==> src/rtl/im_fetch_ctrl.sv <==
// Instruction-fetch sequencer: owns the PC, drives the combinational IM,
// qualifies the returned word, and handles stall, redirect, halt/resume
// and misaligned redirect targets.
module im_fetch_ctrl #(
    parameter logic [31:0] RESET_PC   = 32'h0000_0000,
    parameter logic [31:0] HALT_INSTR = 32'h0000_0073,
    parameter int unsigned CNT_W      = 32
) (
    input  logic             clk,
    input  logic             rst,
    input  logic             stall,
    input  logic             redirect_valid,
    input  logic [31:0]      redirect_target,
    input  logic             resume,
    output logic [31:0]      im_address,
    input  logic [31:0]      im_instruction,
    output logic [31:0]      instr_out,
    output logic [31:0]      pc_out,
    output logic             instr_valid,
    output logic             halted,
    output logic             misalign_err,
    output logic [CNT_W-1:0] instr_count
);

    localparam int unsigned XLEN    = 32;
    localparam logic [XLEN-1:0] NOP = 32'h0000_0013;
    localparam logic [XLEN-1:0] STEP = 32'd4;

    typedef enum logic [1:0] {
        ST_BOOT  = 2'd0,
        ST_RUN   = 2'd1,
        ST_HALT  = 2'd2,
        ST_ERROR = 2'd3
    } state_t;

    state_t           state, state_n;
    logic [XLEN-1:0]  pc, pc_n;
    logic [CNT_W-1:0] cnt, cnt_n;

    // State, PC and fetch counter registers
    always_ff @(posedge clk or posedge rst) begin
        if (rst) begin
            state <= ST_BOOT;
            pc    <= RESET_PC;
            cnt   <= '0;
        end else begin
            state <= state_n;
            pc    <= pc_n;
            cnt   <= cnt_n;
        end
    end

    // Next-state logic; redirect outranks stall, misalignment outranks all
    always_comb begin
        state_n = state;
        pc_n    = pc;
        cnt_n   = cnt;
        unique case (state)
            ST_BOOT: begin
                state_n = ST_RUN;
            end
            ST_RUN: begin
                if (redirect_valid && (redirect_target[1:0] != 2'b00)) begin
                    state_n = ST_ERROR;
                end else if (redirect_valid) begin
                    pc_n = redirect_target;
                    if (!stall) begin
                        cnt_n = cnt + CNT_W'(1);
                    end
                end else if (stall) begin
                    pc_n = pc;
                end else if (im_instruction == HALT_INSTR) begin
                    state_n = ST_HALT;
                    cnt_n   = cnt + CNT_W'(1);
                end else begin
                    pc_n  = pc + STEP;
                    cnt_n = cnt + CNT_W'(1);
                end
            end
            ST_HALT: begin
                if (resume) begin
                    state_n = ST_RUN;
                    pc_n    = pc + STEP;
                end
            end
            ST_ERROR: begin
                state_n = ST_ERROR;
            end
            default: begin
                state_n = ST_BOOT;
            end
        endcase
    end

    // Outputs decoded from registered state plus the IM return word
    always_comb begin
        im_address   = pc;
        pc_out       = pc;
        instr_valid  = (state == ST_RUN);
        instr_out    = (state == ST_RUN) ? im_instruction : NOP;
        halted       = (state == ST_HALT);
        misalign_err = (state == ST_ERROR);
        instr_count  = cnt;
    end

endmodule

==> config.mk <==
export PLATFORM = sky130hd
export DESIGN_NAME = im_fetch_ctrl
export DESIGN_NICKNAME = d
export VERILOG_FILES = /design/src/rtl/im_fetch_ctrl.sv
export SDC_FILE = /design/constraint.sdc
export NUM_CORES = 1
export LEC_CHECK = 0
export CAP_MARGIN = 40
export CORE_ASPECT_RATIO = 2
export CORE_MARGIN = 5
export CORE_UTILIZATION = 40
export DETAILED_ROUTE_END_ITERATION = 10
export HOLD_SLACK_MARGIN = 0.1
export PLACE_DENSITY = 0.81
export SYNTH_ARGS = -nofsm -noshare
export SYNTH_HDL_FRONTEND = slang
export SYNTH_SLANG_ARGS = --single-unit
==> constraint.sdc <==
create_clock -name clk -period 2.3 [get_ports clk]
set_input_delay 0.46 -clock clk [delete_from_list [all_inputs] [get_ports clk]]
set_output_delay 0.46 -clock clk [all_outputs]
set_load 0.02 [all_outputs]
==> metrics.txt, run 1 <==
CORE AREA about 10,000 sq um; Post-synth top flop dfrtp_1; Worst Tran Pin Value 0.523 ns; DIE WIDTH 83.0 um; final std cells w/o fill about 830; Starting Density around two fifths; Post-Syn Instances 480; first-pass GRT wire length 24.6 mm; Pleak 3.09 nW; final setup violation count 0; area leader, netlist dfrtp_1; Worst Hold Endpoint instr_count[8]$_DFFE_PP0P_; post-synthesis sequential area ratio 38.7%; Synth Area in Compound Gates roughly 17%; Worst Hold Launch instr_count[8]$_DFFE_PP0P_; Critical Path Sink Type register; Area Growth Syn to Fin 65.3%; Detailed Route WL around 16 mm; simple-gate share of the synthesized area 26.8%; Critical R2R Launch im_address[2]$_DFFE_PP0P_; fin worst setup slack 0.0299 ns; crit-path max cell delay roughly 0.63 ns; clock sinks 66; status complete, no violations; Die Y 156 um; Adder-Cell Fraction of Synth Area 1.47%; port bufs 199; root buf cell clkbuf_16; Setup CP Type input port to register; register area 1650 sq um; Worst setup SP type input port; number of global-route vias before repair 4,915; reg2reg setup slack 0.13 ns; largest family of logic cells by synthesized area simple AND/OR/NAND/NOR gates; DRC 0; Post-synth EDFFs 0; ranking of synthesized cells by area dfrtp_1, buf_4, and2_1; Reg2Reg Depth 6; Place WS -0.615 ns; post-synthesis register bit count 66; most frequent cells after synthesis dfrtp_1, nand2_1, and2_1; final hold slack 0.490 ns; CTS Buf Count 9; dpl hpwl about 12 mm; critical path's top delay family simple AND/OR/NAND/NOR gates; IO Count 200; Worst Path Buf+Inv 3; routing usage on met3 under 10%; area of the multi-input gates 2380 sq um; GPL Wtd Cong 0.882; CTS HTree Levels 3; Total GRT Usage about a quarter; Arr. time, crit path 2.48 ns; met2 Track Usage GR between 40% and 50%; Worst EP required 2.51 ns; R2R Path End im_address[22]$_DFFE_PP0P_; Post-Syn Area 4270 sq um; largest net degree at the start of global routing 67; multiplexer share of the synthesized area 1.03%; pwr dens 1120 nW/um^2; max-slew headroom at the worst pin approximately two thirds; min Tclk post-route 2.27 ns; Max Slew Vio Count 0; Slowest-stage cell, CP or4b_4; Total Nets Final 760; Syn Area/Cell roughly 8.9 sq um; Overflow after GRT 0; CTS tree done; fin crit share 98.7%; total number of vias 4,683; Synthesis Warnings 0; final core utilization 67.3%; f_max 0.441 GHz; Pre-antenna DRT Iters 5; crit path cell chain clkdlybuf4s50_1 > nor4_1 > buf_4 > nand4_1 > or4b_4 > buf_6 > a31oi_2 > a21oi_2; Max Cap Viol 0; placed cell count 809; fraction of layout instances using a drive strength above 1 15.5%; top-count cell post-synth dfrtp_1; initial antenna violation count 0; most used routing layer met2; Worst Path Max Fanout 4; DRT iter0 DRCs 440; Worst Hold Depth 1; Post-Synth XOR/XNOR Area 6.37%; Final Skew 0.00788 ns; post-route ant nets 0; Hold WC Path Type register to register; die area ~13,000 sq um; met1 GRT Util about 23%; clock slew at reported path FFs around 0.06 ns; number of core rows 53; synth unique cells 58; Clock Latency Late Sink 0.34 ns; Hold Vio Cnt, Final 0; post-synth top area share 38.7%; Mapped Nets 554; ys async rst share 100%; DR vias/cell 5.65; fill cell count 862; WL per Instance 19.1 um; VDD IR max ~640 uV; CTS max path bufs 2
layout by cell type, fill, tap and decap left out, drive strengths merged, types with 2 or more instances in the layout:
cell,synthesis,routed
dlygate4sd2,0,32
and4,3,3
mux2,3,3
clkinv,0,2
a211oi,4,4
nor4,11,11
a2bb2oi,6,6
o22ai,3,3
a211o,2,2
nand2b,6,6
nand4,12,12
clkdlybuf4s50,0,157
ha,5,5
xnor2,20,20
a22oi,2,2
xor2,11,11
a21oi,23,23
a31oi,17,17
inv,6,7
or4,2,2
a31o,4,4
bufinv,0,3
and3,12,12
a41o,2,2
dlymetal6s2s,0,9
clkbuf,14,10
and4b,3,3
o22a,3,3
and2,36,36
nand2,39,39
nor3,16,16
nor2,27,27
buf,42,51
o31ai,7,7
dfrtp,66,66
nand3,26,26
o21ai,28,28
power by group:
group | switching [W] | internal (W)
Sequential | 0.000460 | 0.00147
Clock | 0.000534 | 0.00106
Combinational | 0.00232 | 0.00207
worst max path at each step:
stage | startpoint | to | slack [ns] | cells after the start
3_5_place_dp | im_instruction[18] | im_address[15]$_DFFE_PP0P_ | -0.62 | 7
2_1_floorplan | im_address[2]$_DFFE_PP0P_ | im_address[22]$_DFFE_PP0P_ | 0.02 | 7
6_report | im_instruction[25] | im_address[28]$_DFFE_PP0P_ | 0.03 | 8
3_3_place_gp | im_instruction[18] | im_address[6]$_DFFE_PP0P_ | -0.56 | 7
4_1_cts | im_instruction[18] | im_address[15]$_DFFE_PP0P_ | 0.03 | 7
5_1_grt | im_instruction[7] | im_address[13]$_DFFE_PP0P_ | -0.07 | 9
cell type report:
cell class	instances	area share, %
diodes	1	0.0355
clock buffers	9	3.19
clock inverters	7	1.65
inverters	6	0.319
multi-input cells	352	33.8
flip-flops and latches	66	23.4
well taps	137	2.43
repair buffers	251	35.2
cell families after synthesis:
logic type	after synthesis
multiplexers	4
AO/OA/AOI/OAI	108
AND/OR/NAND/NOR	204
XOR/XNOR	31
flip-flops	66
buffers and inverters	62
adder cells (fa/ha/maj)	5
flip-flops by register name (all words and copies together) (netlist names):
name,flops
instr_count,32
state,2
im_address,32
metrics by stage:
stage / area (sq um) / power, W / setup TNS (ns)
final: 7050 / 0.00791 / 0
after global routing: 7050 / 0.00826 / -0.262
after CTS: 6840 / 0.00776 / 0
after detailed placement: 6520 / 0.00627 / -16.61
after global placement: 6520 / 0.00616 / -14.92
after floorplan: 4270 / 0.00427 / 0
timing repair:
| action | CTS | global route |
|---|---|---|
| buffers inserted | 1 | 1 |
| hold buffers | 0 | 0 |
| gates resized for setup | 35 | 38 |
| gates cloned | 0 | 1 |
| pin swaps | 1 | 12 |
| endpoints found under the setup margin | 60 | 31 |
metal layers:
layer / routed length [um] / vias up
met5: 0 / -
met4: 522 / 0
met3: 1200 / 46
met2: 8800 / 258
met1: 5320 / 2266
li1: - / 2113
worst register-to-register path, stage by stage, from the launching register on:
cell and delay [ns]:
dfrtp_1 0.35, ha_1 0.20, nand2_1 0.13, or4_1 0.67, or4_4 0.56, o21ai_2 0.08, a21oi_2 0.06
Note: power is estimated with default switching activity, not from simulation.
==> run 2, diff against run 1 <==
==> constraint.sdc (replaced) <==
create_clock -name clk -period 2.6 [get_ports clk]
set_input_delay 0.52 -clock clk [delete_from_list [all_inputs] [get_ports clk]]
set_output_delay 0.52 -clock clk [all_outputs]
set_load 0.02 [all_outputs]
==> run 2 against run 1 <==
  * Clock power shrank 25%
  * Worst setup slack gained 0.078 ns
  * Via count shrank 4.7%
  * Global-route usage shrank 1.1 points
  * Sequential share of layout area grew 0.97 points
  * Combinational power shrank 18%
  * Routed wire length shrank 8.9%
  * Sequential cell count is the same
  * Clock-buffer cell count is the same
  * First-iteration DRC count shrank 43%
  * Critical endpoint is now instr_out[2]
==> metrics.txt, run 2 (synthesized netlist as in run 1, its figures left out) <==
CTS tree done; Gate power share 55.0%; number of core rows 53; Slowest-stage cell, CP clkdlybuf4s50_1; final hold slack 0.487 ns; first-pass GRT wire length around 23 mm; Place WS -0.265 ns; switch share 42.2%; Max Slew Vio Count 0; Worst setup SP type register; CTS HTree Levels 3; NetSw 0.00278 W; crit path cell chain inv_1 > ha_1 > buf_12 > and2_1 > clkdlybuf4s50_1; Starting Density 40.7%; Pre-antenna DRT Iters 4; dpl hpwl 11.4 mm; hold buffer count at cts 0; Worst Tran Pin Value 0.543 ns; Detailed Route WL 14.4 mm; Final Skew 0.00587 ns; IO Count 200; Seq pwr share ~27%; VDD IR max about 650 uV; Clk pwr share 18.2%; f_max 0.401 GHz; fin crit share between 90% and 100%; fin worst setup slack 0.108 ns; RSZ-0062 raised after global routing no; total number of vias approximately 4,500; Max Cap Viol 0; Clock Latency Late Sink 0.33 ns; port bufs between 150 and 200; min Tclk post-route between 2 and 2.5 ns; Pleak 3.21 nW; Arr. time, crit path 1.97 ns; Worst EP required 2.08 ns; Hold WC Path Type register to register; Overflow after GRT 0; number of global-route vias before repair between 4,000 and 5,000; Critical Path Sink Type output port; largest net degree at the start of global routing 67; CORE AREA around 10,000 sq um; CTS max path bufs 2; Pint 0.00381 W; Area Growth Syn to Fin 58.7%; Worst Path Max Fanout 37; Setup Total Neg Slack 0 ns; die area approximately 13,000 sq um; fraction of layout instances using a drive strength above 1 under 10%; DR vias/cell 5.51; root buf cell clkbuf_16; Die Y 156 um; Total GRT Usage 22.2%; WL per Instance 17.8 um; Hold Vio Cnt, Final 0; pwr dens 973 nW/um^2; DRC 0; GPL Wtd Cong 0.871; max-slew headroom at the worst pin 63.5%; post-route ant nets 0; most common cell after layout, fill and taps aside clkdlybuf4s50_1; CTS Buf Count 9; clock slew at reported path FFs approximately 0.060 ns; clock sinks 66; Worst Hold Depth 1; DRT iter0 DRCs 252; Total Nets Final 741; initial antenna violation count 0; status complete, no violations; Reg2Reg Depth 7; DIE WIDTH 83.0 um; final setup violation count 0; setup bufs post-CTS 0; crit-path max cell delay about 0.60 ns; Setup CP Type register to output port; most frequent cells in the layout clkdlybuf4s50_1, dfrtp_1, nand2_1
## run 2: repair_timing
action                     CTS  global route
setup endpoints to repair   29            33
pin swaps                    0             0
gates cloned                 0             0
gates resized for setup      1            29
## run 2: path summary, 6_finish.rpt
| path | start | to | slack [ns] |
|---|---|---|---|
| min | instr_count[28]$_DFFE_PP0P_ | instr_count[28]$_DFFE_PP0P_ | 0.49 |
| min in group asynchronous | rst | instr_count[16]$_DFFE_PP0P_ | 0.57 |
| max in group asynchronous | rst | im_address[31]$_DFFE_PP0P_ | 1.73 |
| max reg2reg | im_address[2]$_DFFE_PP0P_ | im_address[30]$_DFFE_PP0P_ | 0.23 |
| min reg2reg | instr_count[28]$_DFFE_PP0P_ | instr_count[28]$_DFFE_PP0P_ | 0.49 |
| max | state[1]$_DFFE_PP0P_ | instr_out[2] | 0.11 |
## run 2: worst max-delay path, delay by kind of cell (launching register included)
| family | cells | cell delay [ns] |
|---|---|---|
| DFF | 1 | 0.40 |
| buffers and inverters | 3 | 0.88 |
| adders and majority gates | 1 | 0.22 |
| and+or+nand+nor | 1 | 0.14 |
## run 2: layer usage
layer	GRT usage (%)	wire length, um	vias to the layer above
li1	-	-	2093
met1	21.6	4950	2137
met2	42.5	7990	201
met3	6.66	1100	30
met4	9.98	392	0
met5	0	0	-
## run 2: cell type report
cell class	instances	area, sq um
diodes	1	2.50
multi-input cells	352	2240
clock buffers	9	225
fillers	889	3710
repair buffers	232	2390
inverters	6	22.5
flip-flops and latches	66	1650
clock inverters	7	68.8
well taps	137	171
## run 2: metrics by stage
step                cells  power (W)  utilization [%]  instance area [sq um]
finish                810    0.00659             64.6                   6770
global route          809    0.00694             64.6                   6770
CTS                   809    0.00664             63.8                   6690
detailed placement    793    0.00541             61.0                   6390
global placement      793    0.00532             61.0                   6390
floorplan             480    0.00378                -                   4270
## run 2: power by group through the flow
| stage | clock (W) | sequential (W) | combinational (W) |
|---|---|---|---|
| 3_5_place_dp | 0 | 0.00177 | 0.00363 |
| 4_1_cts | 0.00122 | 0.00176 | 0.00366 |
| 5_1_grt | 0.00127 | 0.00182 | 0.00385 |
| 2_1_floorplan | 0 | 0.00198 | 0.00180 |
| 3_3_place_gp | 0 | 0.00175 | 0.00357 |
| 6_report | 0.00120 | 0.00177 | 0.00362 |
==> run 3, diff against run 2 <==
--- a/config.mk
+++ b/config.mk
@@ -12,6 +12,7 @@
 export DETAILED_ROUTE_END_ITERATION = 10
 export HOLD_SLACK_MARGIN = 0.1
 export PLACE_DENSITY = 0.81
+export SKIP_LAST_GASP = 1
 export SYNTH_ARGS = -nofsm -noshare
 export SYNTH_HDL_FRONTEND = slang
 export SYNTH_SLANG_ARGS = --single-unit
==> results of run 3 <==
The final DEF is identical to that of run 2; final timing and power are the same.
